`src/rtl/sccb_slave_if.sv`:
```
// sccb_slave_if: bus bundle between the SCCB responder and its surroundings.
// Signals:
//   scl_in, sda_in  raw pad levels (asynchronous to clk)
//   sda_out_en      1 = pull SDA low (open drain, never drives a 1)
//   wr_addr/wr_data/wr_vld  register-file write strobe with address and data
//   rd_addr/rd_req  register-file fetch strobe; rd_data returns 1 clk later
//   busy            transaction in progress for this device
// Modports: slave = the responder, master = pad + register file side.
interface sccb_slave_if;
  logic        scl_in;
  logic        sda_in;
  logic        sda_out_en;
  logic [15:0] wr_addr;
  logic [7:0]  wr_data;
  logic        wr_vld;
  logic [15:0] rd_addr;
  logic        rd_req;
  logic [7:0]  rd_data;
  logic        busy;

  modport slave (
    input  scl_in, sda_in, rd_data,
    output sda_out_en, wr_addr, wr_data, wr_vld, rd_addr, rd_req, busy
  );

  modport master (
    output scl_in, sda_in, rd_data,
    input  sda_out_en, wr_addr, wr_data, wr_vld, rd_addr, rd_req, busy
  );
endinterface

```
`src/rtl/sccb_slave.sv`:
```
// sccb_slave: SCCB/I2C responder mapping 7-bit device address, 16-bit
// register address and 8-bit data frames onto a register-file port.
// Writes auto-increment the register pointer; reads start at the pointer,
// which survives STOP so a read can follow an address-only write.
// Ports:
//   clk  system clock, at least 16x the SCL rate
//   rst  synchronous active-high reset
//   bus  sccb_slave_if.slave (pad levels, SDA pull-down, register-file port)
module sccb_slave #(
  parameter logic [6:0] DEV_ADDR = 7'h3C
) (
  input logic        clk,
  input logic        rst,
  sccb_slave_if.slave bus
);

  typedef enum logic [3:0] {
    IDLE, DEV, DEV_ACK, AHI, AHI_ACK, ALO, ALO_ACK,
    WDAT, WDAT_ACK, RDAT, RDAT_ACK, IGNORE
  } state_t;

  // Two sync flops plus one history flop per pad line. Reset to the idle
  // bus level so leaving reset creates no spurious START/STOP.
  logic [1:0] scl_sync_reg, sda_sync_reg;
  logic       scl_hist_reg, sda_hist_reg;

  always_ff @(posedge clk) begin
    if (rst) begin
      scl_sync_reg <= 2'b11;
      sda_sync_reg <= 2'b11;
      scl_hist_reg <= 1'b1;
      sda_hist_reg <= 1'b1;
    end else begin
      scl_sync_reg <= {scl_sync_reg[0], bus.scl_in};
      sda_sync_reg <= {sda_sync_reg[0], bus.sda_in};
      scl_hist_reg <= scl_sync_reg[1];
      sda_hist_reg <= sda_sync_reg[1];
    end
  end

  logic scl_s, sda_s, scl_rise, scl_fall, start_cond, stop_cond;
  assign scl_s      = scl_sync_reg[1];
  assign sda_s      = sda_sync_reg[1];
  assign scl_rise   = scl_s & ~scl_hist_reg;
  assign scl_fall   = ~scl_s & scl_hist_reg;
  assign start_cond = scl_s & scl_hist_reg & sda_hist_reg & ~sda_s;
  assign stop_cond  = scl_s & scl_hist_reg & ~sda_hist_reg & sda_s;

  state_t      state_reg, state_next;
  logic [2:0]  bit_cnt_reg, bit_cnt_next;
  logic [7:0]  rx_reg, rx_next;
  logic [7:0]  tx_reg, tx_next;
  logic [15:0] ptr_reg, ptr_next;
  logic        sda_out_en_reg, sda_out_en_next;
  logic        busy_reg, busy_next;
  logic        rw_reg, rw_next;
  logic        ack_seen_reg, ack_seen_next;
  logic        wr_vld_reg, wr_vld_next;
  logic [15:0] wr_addr_reg, wr_addr_next;
  logic [7:0]  wr_data_reg, wr_data_next;
  logic        rd_req_reg, rd_req_next;
  logic [15:0] rd_addr_reg, rd_addr_next;
  logic        rd_pending_reg, rd_pending_next;

  logic [7:0] rx_byte;
  logic       last_bit;
  assign rx_byte  = {rx_reg[6:0], sda_s};
  assign last_bit = (bit_cnt_reg == 3'd7);

  always_ff @(posedge clk) begin
    if (rst) begin
      state_reg      <= IDLE;
      bit_cnt_reg    <= 3'd0;
      rx_reg         <= 8'd0;
      tx_reg         <= 8'd0;
      ptr_reg        <= 16'd0;
      sda_out_en_reg <= 1'b0;
      busy_reg       <= 1'b0;
      rw_reg         <= 1'b0;
      ack_seen_reg   <= 1'b0;
      wr_vld_reg     <= 1'b0;
      wr_addr_reg    <= 16'd0;
      wr_data_reg    <= 8'd0;
      rd_req_reg     <= 1'b0;
      rd_addr_reg    <= 16'd0;
      rd_pending_reg <= 1'b0;
    end else begin
      state_reg      <= state_next;
      bit_cnt_reg    <= bit_cnt_next;
      rx_reg         <= rx_next;
      tx_reg         <= tx_next;
      ptr_reg        <= ptr_next;
      sda_out_en_reg <= sda_out_en_next;
      busy_reg       <= busy_next;
      rw_reg         <= rw_next;
      ack_seen_reg   <= ack_seen_next;
      wr_vld_reg     <= wr_vld_next;
      wr_addr_reg    <= wr_addr_next;
      wr_data_reg    <= wr_data_next;
      rd_req_reg     <= rd_req_next;
      rd_addr_reg    <= rd_addr_next;
      rd_pending_reg <= rd_pending_next;
    end
  end

  always_comb begin
    state_next      = state_reg;
    bit_cnt_next    = bit_cnt_reg;
    rx_next         = rx_reg;
    tx_next         = tx_reg;
    ptr_next        = ptr_reg;
    sda_out_en_next = sda_out_en_reg;
    busy_next       = busy_reg;
    rw_next         = rw_reg;
    ack_seen_next   = ack_seen_reg;
    wr_vld_next     = 1'b0;
    wr_addr_next    = wr_addr_reg;
    wr_data_next    = wr_data_reg;
    rd_req_next     = 1'b0;
    rd_addr_next    = rd_addr_reg;
    rd_pending_next = rd_req_reg;
    // Register file answers one clk after the fetch strobe.
    if (rd_pending_reg) tx_next = bus.rd_data;

    case (state_reg)
      DEV, AHI, ALO, WDAT: begin
        if (scl_rise) begin
          rx_next      = rx_byte;
          bit_cnt_next = bit_cnt_reg + 3'd1;  // wraps to 0 after the 8th bit
          if (last_bit) begin
            if (state_reg == DEV) begin
              if (rx_byte[7:1] == DEV_ADDR) begin
                busy_next  = 1'b1;
                rw_next    = rx_byte[0];
                state_next = DEV_ACK;
                if (rx_byte[0]) begin
                  rd_req_next  = 1'b1;
                  rd_addr_next = ptr_reg;
                end
              end else begin
                state_next = IGNORE;
              end
            end else if (state_reg == AHI) begin
              ptr_next[15:8] = rx_byte;
              state_next     = AHI_ACK;
            end else if (state_reg == ALO) begin
              ptr_next[7:0] = rx_byte;
              state_next    = ALO_ACK;
            end else begin
              wr_vld_next  = 1'b1;
              wr_addr_next = ptr_reg;
              wr_data_next = rx_byte;
              ptr_next     = ptr_reg + 16'd1;
              state_next   = WDAT_ACK;
            end
          end
        end
      end

      // First scl_fall opens the ACK slot, second one closes it.
      DEV_ACK, AHI_ACK, ALO_ACK, WDAT_ACK: begin
        if (scl_fall) begin
          if (!sda_out_en_reg) begin
            sda_out_en_next = 1'b1;
          end else begin
            sda_out_en_next = 1'b0;
            case (state_reg)
              DEV_ACK: begin
                if (rw_reg) begin
                  sda_out_en_next = ~tx_reg[7];
                  state_next      = RDAT;
                end else begin
                  state_next = AHI;
                end
              end
              AHI_ACK: state_next = ALO;
              default: state_next = WDAT;
            endcase
          end
        end
      end

      // Bit 7 is already on SDA when RDAT is entered; each fall moves on.
      RDAT: begin
        if (scl_fall) begin
          bit_cnt_next = bit_cnt_reg + 3'd1;
          if (last_bit) begin
            sda_out_en_next = 1'b0;
            ptr_next        = ptr_reg + 16'd1;
            state_next      = RDAT_ACK;
          end else begin
            tx_next         = {tx_reg[6:0], 1'b0};
            sda_out_en_next = ~tx_reg[6];
          end
        end
      end

      RDAT_ACK: begin
        if (scl_rise) begin
          if (sda_s) begin
            state_next = IGNORE;
          end else begin
            rd_req_next   = 1'b1;
            rd_addr_next  = ptr_reg;
            ack_seen_next = 1'b1;
          end
        end else if (scl_fall && ack_seen_reg) begin
          ack_seen_next   = 1'b0;
          sda_out_en_next = ~tx_reg[7];
          state_next      = RDAT;
        end
      end

      default: ;
    endcase

    // Bus conditions override bit handling; a partial byte is discarded.
    if (stop_cond || start_cond) begin
      state_next      = stop_cond ? IDLE : DEV;
      bit_cnt_next    = 3'd0;
      sda_out_en_next = 1'b0;
      ack_seen_next   = 1'b0;
      ptr_next        = ptr_reg;
      wr_vld_next     = 1'b0;
      rd_req_next     = 1'b0;
      if (stop_cond) busy_next = 1'b0;
    end
  end

  assign bus.sda_out_en = sda_out_en_reg;
  assign bus.busy       = busy_reg;
  assign bus.wr_vld     = wr_vld_reg;
  assign bus.wr_addr    = wr_addr_reg;
  assign bus.wr_data    = wr_data_reg;
  assign bus.rd_req     = rd_req_reg;
  assign bus.rd_addr    = rd_addr_reg;

endmodule
```
`src/flat_wrapper.sv`:
```
// flat-port wrapper written by rule: the top's interface ports become plain ports
module sccb_slave_flat 
#(
  parameter logic [6:0] DEV_ADDR = 7'h3C
)
  (clk, rst, bus_scl_in, bus_sda_in, bus_rd_data, bus_sda_out_en, bus_wr_addr, bus_wr_data, bus_wr_vld, bus_rd_addr, bus_rd_req, bus_busy);
  sccb_slave_if bus_i ();
  input logic clk;
  input logic rst;
  input wire logic [$bits(bus_i.scl_in)-1:0] bus_scl_in;
  input wire logic [$bits(bus_i.sda_in)-1:0] bus_sda_in;
  input wire logic [$bits(bus_i.rd_data)-1:0] bus_rd_data;
  output wire logic [$bits(bus_i.sda_out_en)-1:0] bus_sda_out_en;
  output wire logic [$bits(bus_i.wr_addr)-1:0] bus_wr_addr;
  output wire logic [$bits(bus_i.wr_data)-1:0] bus_wr_data;
  output wire logic [$bits(bus_i.wr_vld)-1:0] bus_wr_vld;
  output wire logic [$bits(bus_i.rd_addr)-1:0] bus_rd_addr;
  output wire logic [$bits(bus_i.rd_req)-1:0] bus_rd_req;
  output wire logic [$bits(bus_i.busy)-1:0] bus_busy;
  assign bus_i.scl_in = bus_scl_in;
  assign bus_i.sda_in = bus_sda_in;
  assign bus_i.rd_data = bus_rd_data;
  assign bus_sda_out_en = bus_i.sda_out_en;
  assign bus_wr_addr = bus_i.wr_addr;
  assign bus_wr_data = bus_i.wr_data;
  assign bus_wr_vld = bus_i.wr_vld;
  assign bus_rd_addr = bus_i.rd_addr;
  assign bus_rd_req = bus_i.rd_req;
  assign bus_busy = bus_i.busy;
  sccb_slave #(.DEV_ADDR(DEV_ADDR)) u_core (.clk(clk), .rst(rst), .bus(bus_i));
endmodule
```
`config.mk`:
```
export PLATFORM = sky130hd
export DESIGN_NAME = sccb_slave_flat
export DESIGN_NICKNAME = d
export VERILOG_FILES = /design/src/rtl/sccb_slave_if.sv /design/src/rtl/sccb_slave.sv /design/src/flat_wrapper.sv
export SDC_FILE = /design/constraint.sdc
export NUM_CORES = 1
export LEC_CHECK = 0
export BUFFER_PORTS_ARGS = -buffer_cell sky130_fd_sc_hd__buf_2
export CORE_MARGIN = 4
export CORE_UTILIZATION = 45
export DETAILED_ROUTE_END_ITERATION = 10
export GPL_TIMING_DRIVEN = 0
export PLACE_DENSITY = 0.67
export SLEW_MARGIN = 20
export SYNTH_ARGS = -nofsm -noshare
export SYNTH_HDL_FRONTEND = slang
export SYNTH_SLANG_ARGS = --single-unit
export TNS_END_PERCENT = 5
```
`constraint.sdc`:
```
create_clock -name clk -period 2.7 [get_ports clk]
set_input_delay 0.27 -clock clk [delete_from_list [all_inputs] [get_ports clk]]
set_output_delay 0.27 -clock clk [all_outputs]
set_load 0.01 [all_outputs]
```
==> summary.md <==
| Metric | Value |
|---|---|
| 1st-iter DRT viols | `roughly 270` |
| Pleak | `between 0.0015 and 0.002 uW` |
| Clock sinks | `91` |
| Overflow after GRT | `0` |
| Max VDD drop | `approximately 0.33 mV` |
| Vias | `between 4000 and 5000` |
| Met3 wire len | `712 um` |
| Fin Clk Skew | `roughly 0.0089 ns` |
| Unique masters post-synth | `between 60 and 70` |
| Period minus WS final | `~2.4 ns` |
| Setup-failing EPs final | `0` |
| Final GP Congestion | `around 0.91` |
| Final nets | `612` |
| Sequential area share after synthesis | `42.45%` |
| IO Port Bufs | `54` |
| Clock Tree Root | `clkbuf_8` |
| Clock Pin Slew Worst Setup and Hold Paths | `about 0.090 ns` |
| Fin. Hold Viols | `0` |
| Chip width | `around 110 um` |
| Core ar. | `around 0.0092 mm2` |
| Total track usage | `approximately a fifth` |
| Initial antenna violation count | `0` |
| H-tree Lvls | `3` |
| Deepest clock path buffer count | `2` |
| Cells along the critical path | `ha_1 -> ha_1 -> clkbuf_1 -> and4_1 -> a31oi_2 -> clkbuf_1 -> o21ai_0 -> a21oi_1` |
| Post-synth EDFFs | `0` |
| Drt drc | `0` |
| Starting Density | `between 40% and 50%` |
| Post-synth ARST share | `0%` |
| Vias in the first global route | `3926` |
| WL met2 | `between 5000 and 6000 um` |
| Cells after Synth | `roughly 530` |
| Synth warnings | `0` |
| DR vias/cell | `5.662` |
| P&R area growth vs syn | `14.78%` |
| F_max | `roughly 420 MHz` |
| Die ar. | `between 0.01 and 0.015 mm2` |
| Largest cells by area after synthesis | `dfxtp_1 (42%), a21oi_1 (8.9%), nand2_1 (8.0%)` |
| Die Ht | `105.7 um` |
| Synthesized flop and latch total | `91` |
| Worst hold-check path type | `primary input to flop` |
| Pre-CTS setup slack | `0.3555 ns` |
| Top Metal Used | `met4` |
| Setup crit end kind | `flop` |
| Post-CTS setup buffer count | `0` |
| Worst path arrival time | `between 2 and 3 ns` |
| Data required, critical path | `2.99 ns` |
| Mapped Area | `about 0.0043 mm2` |
| Routed WL | `approximately 12000 um` |
| Initial DRT Pass Iterations | `5` |
| CP bufs+invs | `2` |
| RSZ-0062 raised after global routing | `no` |
| Worst path max stage delay | `between 0.4 and 0.5 ns` |
| PostCTS Resize Cnt | `0` |
| Share of cells above drive strength 1 | `19.27%` |
| Final setup TNS | `0 ns` |
| Top Family by Delay on Critical Path | `compound AO/OA/AOI/OAI gates` |
| Mean Syn Cell Area | `about 8 um2` |
| MaxCap Viol Count | `0` |
| First-pass GRT wire length | `between 15000 and 20000 um` |
| Ports | `between 50 and 60` |
| Final critical-path share of the clock period | `88.05%` |
| Cts hold-fix bufs | `0` |
| Largest fanout on the critical path | `10` |
| Post-detail-place hpwl | `8491 um` |
| Slowest cell on the critical path | `clkbuf_1` |
| Final worst slack | `roughly 0.32 ns` |
| Largest net degree at the start of global routing | `16` |
| Worst Setup Start Kind | `flop` |
| TritonCTS Buffers | `9` |
| Most frequent cell after synthesis | `nand2_1` |
| Clk Latency, worst-skew pair | `around 0.37 ns` |
| Most used DFF post-synth | `dfxtp_1` |
| Synthesized Nets | `547` |
| CTS tree | `done` |
| Placement Rows | `35` |
| Slew at the pin with the worst max-slew slack | `between 0.6 and 0.7 ns` |
| Post-route ant nets | `0` |
| Post-synth top cells | `nand2_1 (92), dfxtp_1 (91), a21oi_1 (76), nor2_1 (35), o21ai_0 (29)` |
| Status | `complete, no violations` |
| Top cell type by total area after synthesis | `dfxtp_1` |
| Rel. slew slack | `57.16%` |
| Yosys top cell area share | `42.45%` |
| WL/cell | `about 16 um` |
| Critical path class | `flop to flop` |
| Wl on met1 | `about 5500 um` |
| P per Cell Area | `~620 mW/mm2` |
| Final Max Slew Viols | `0` |
| # diodes | `0` |
cell families (layout without fill, tap and decap cells):
kind of cell / count (synthesis) / in the layout / synth area share (%)
buffers and inverters: 51 / 121 / 5.977
AOI/OAI and AO/OA: 163 / 163 / 23.88
adders and majority gates: 3 / 3 / 0.8747
DFF: 91 / 91 / 42.45
muxes: 11 / 11 / 2.595
xor gates and xnor gates: 3 / 3 / 0.6124
and+or+nand+nor: 210 / 210 / 23.62
path summary, 6_finish.rpt:
check / startpoint / to / slack, ns / cells past startpoint
hold reg to reg: u_core.scl_sync_reg[0] / u_core.scl_sync_reg[1] / 0.43 / 1
hold / removal: bus_scl_in / u_core.scl_sync_reg[0] / 0.07 / 2
setup / recovery: u_core.bit_cnt_reg[0] / u_core.bus.rd_addr[14] / 0.32 / 8
setup reg to reg: u_core.bit_cnt_reg[0] / u_core.bus.rd_addr[14] / 0.32 / 8
cell usage in the layout (no fill, tap or decap), drive strengths merged, types with 2 or more instances in the layout:
cell type,n
a211oi,14
a21o,6
a21oi,77
a221oi,3
a311oi,2
a31o,3
a31oi,2
and2,3
and3,4
buf,76
clkbuf,31
clkinvlp,3
dfxtp,91
ha,3
inv,10
mux2i,10
nand2,92
nand2b,6
nand3,24
nand4,6
nor2,36
nor2b,4
nor3,11
nor3b,2
nor4,3
o211ai,2
o21a,2
o21ai,31
o221a,2
o22ai,2
o31ai,2
o32ai,5
or2,8
or4,2
xor2,2
area by class of cell:
class	instances	area [um2]
Clock inverter	5	61.31
Inverter	9	33.78
Tap cell	129	161.4
Timing Repair Buffer	54	270.3
Clock buffer	11	141.4
Fill cell	923	4314
Buffer	42	222.7
Multi-Input combinational cell	390	2213
Sequential cell	91	1822
where the power goes:
part           switching, uW  internal [uW]  leakage (uW)
Combinational            408            266      0.000971
Clock                    505            457     0.0000922
Sequential              31.2           1370      0.000734
Total                    944           2090       0.00180
stage by stage:
step	hold WS (ns)	instances	power, uW	util, %	area, um2
after floorplan	0.3738	532	1951	-	4292
after global placement	0.3946	715	2085	51.12	4723
after detailed placement	0.4017	715	2091	51.12	4723
after CTS	0.06457	731	3038	53.31	4926
after global routing	0.07676	731	3172	53.31	4926
final	0.07433	731	3037	53.31	4926
layer usage:
| metal | up-vias | track usage (%) |
|---|---|---|
| met5 | - | 0 |
| met1 | 1953 | 29.57 |
| li1 | 2024 | - |
| met4 | 0 | 6.383 |
| met2 | 146 | 33.79 |
| met3 | 16 | 3.858 |
No activity file was read; power rests on OpenSTA's default activity.
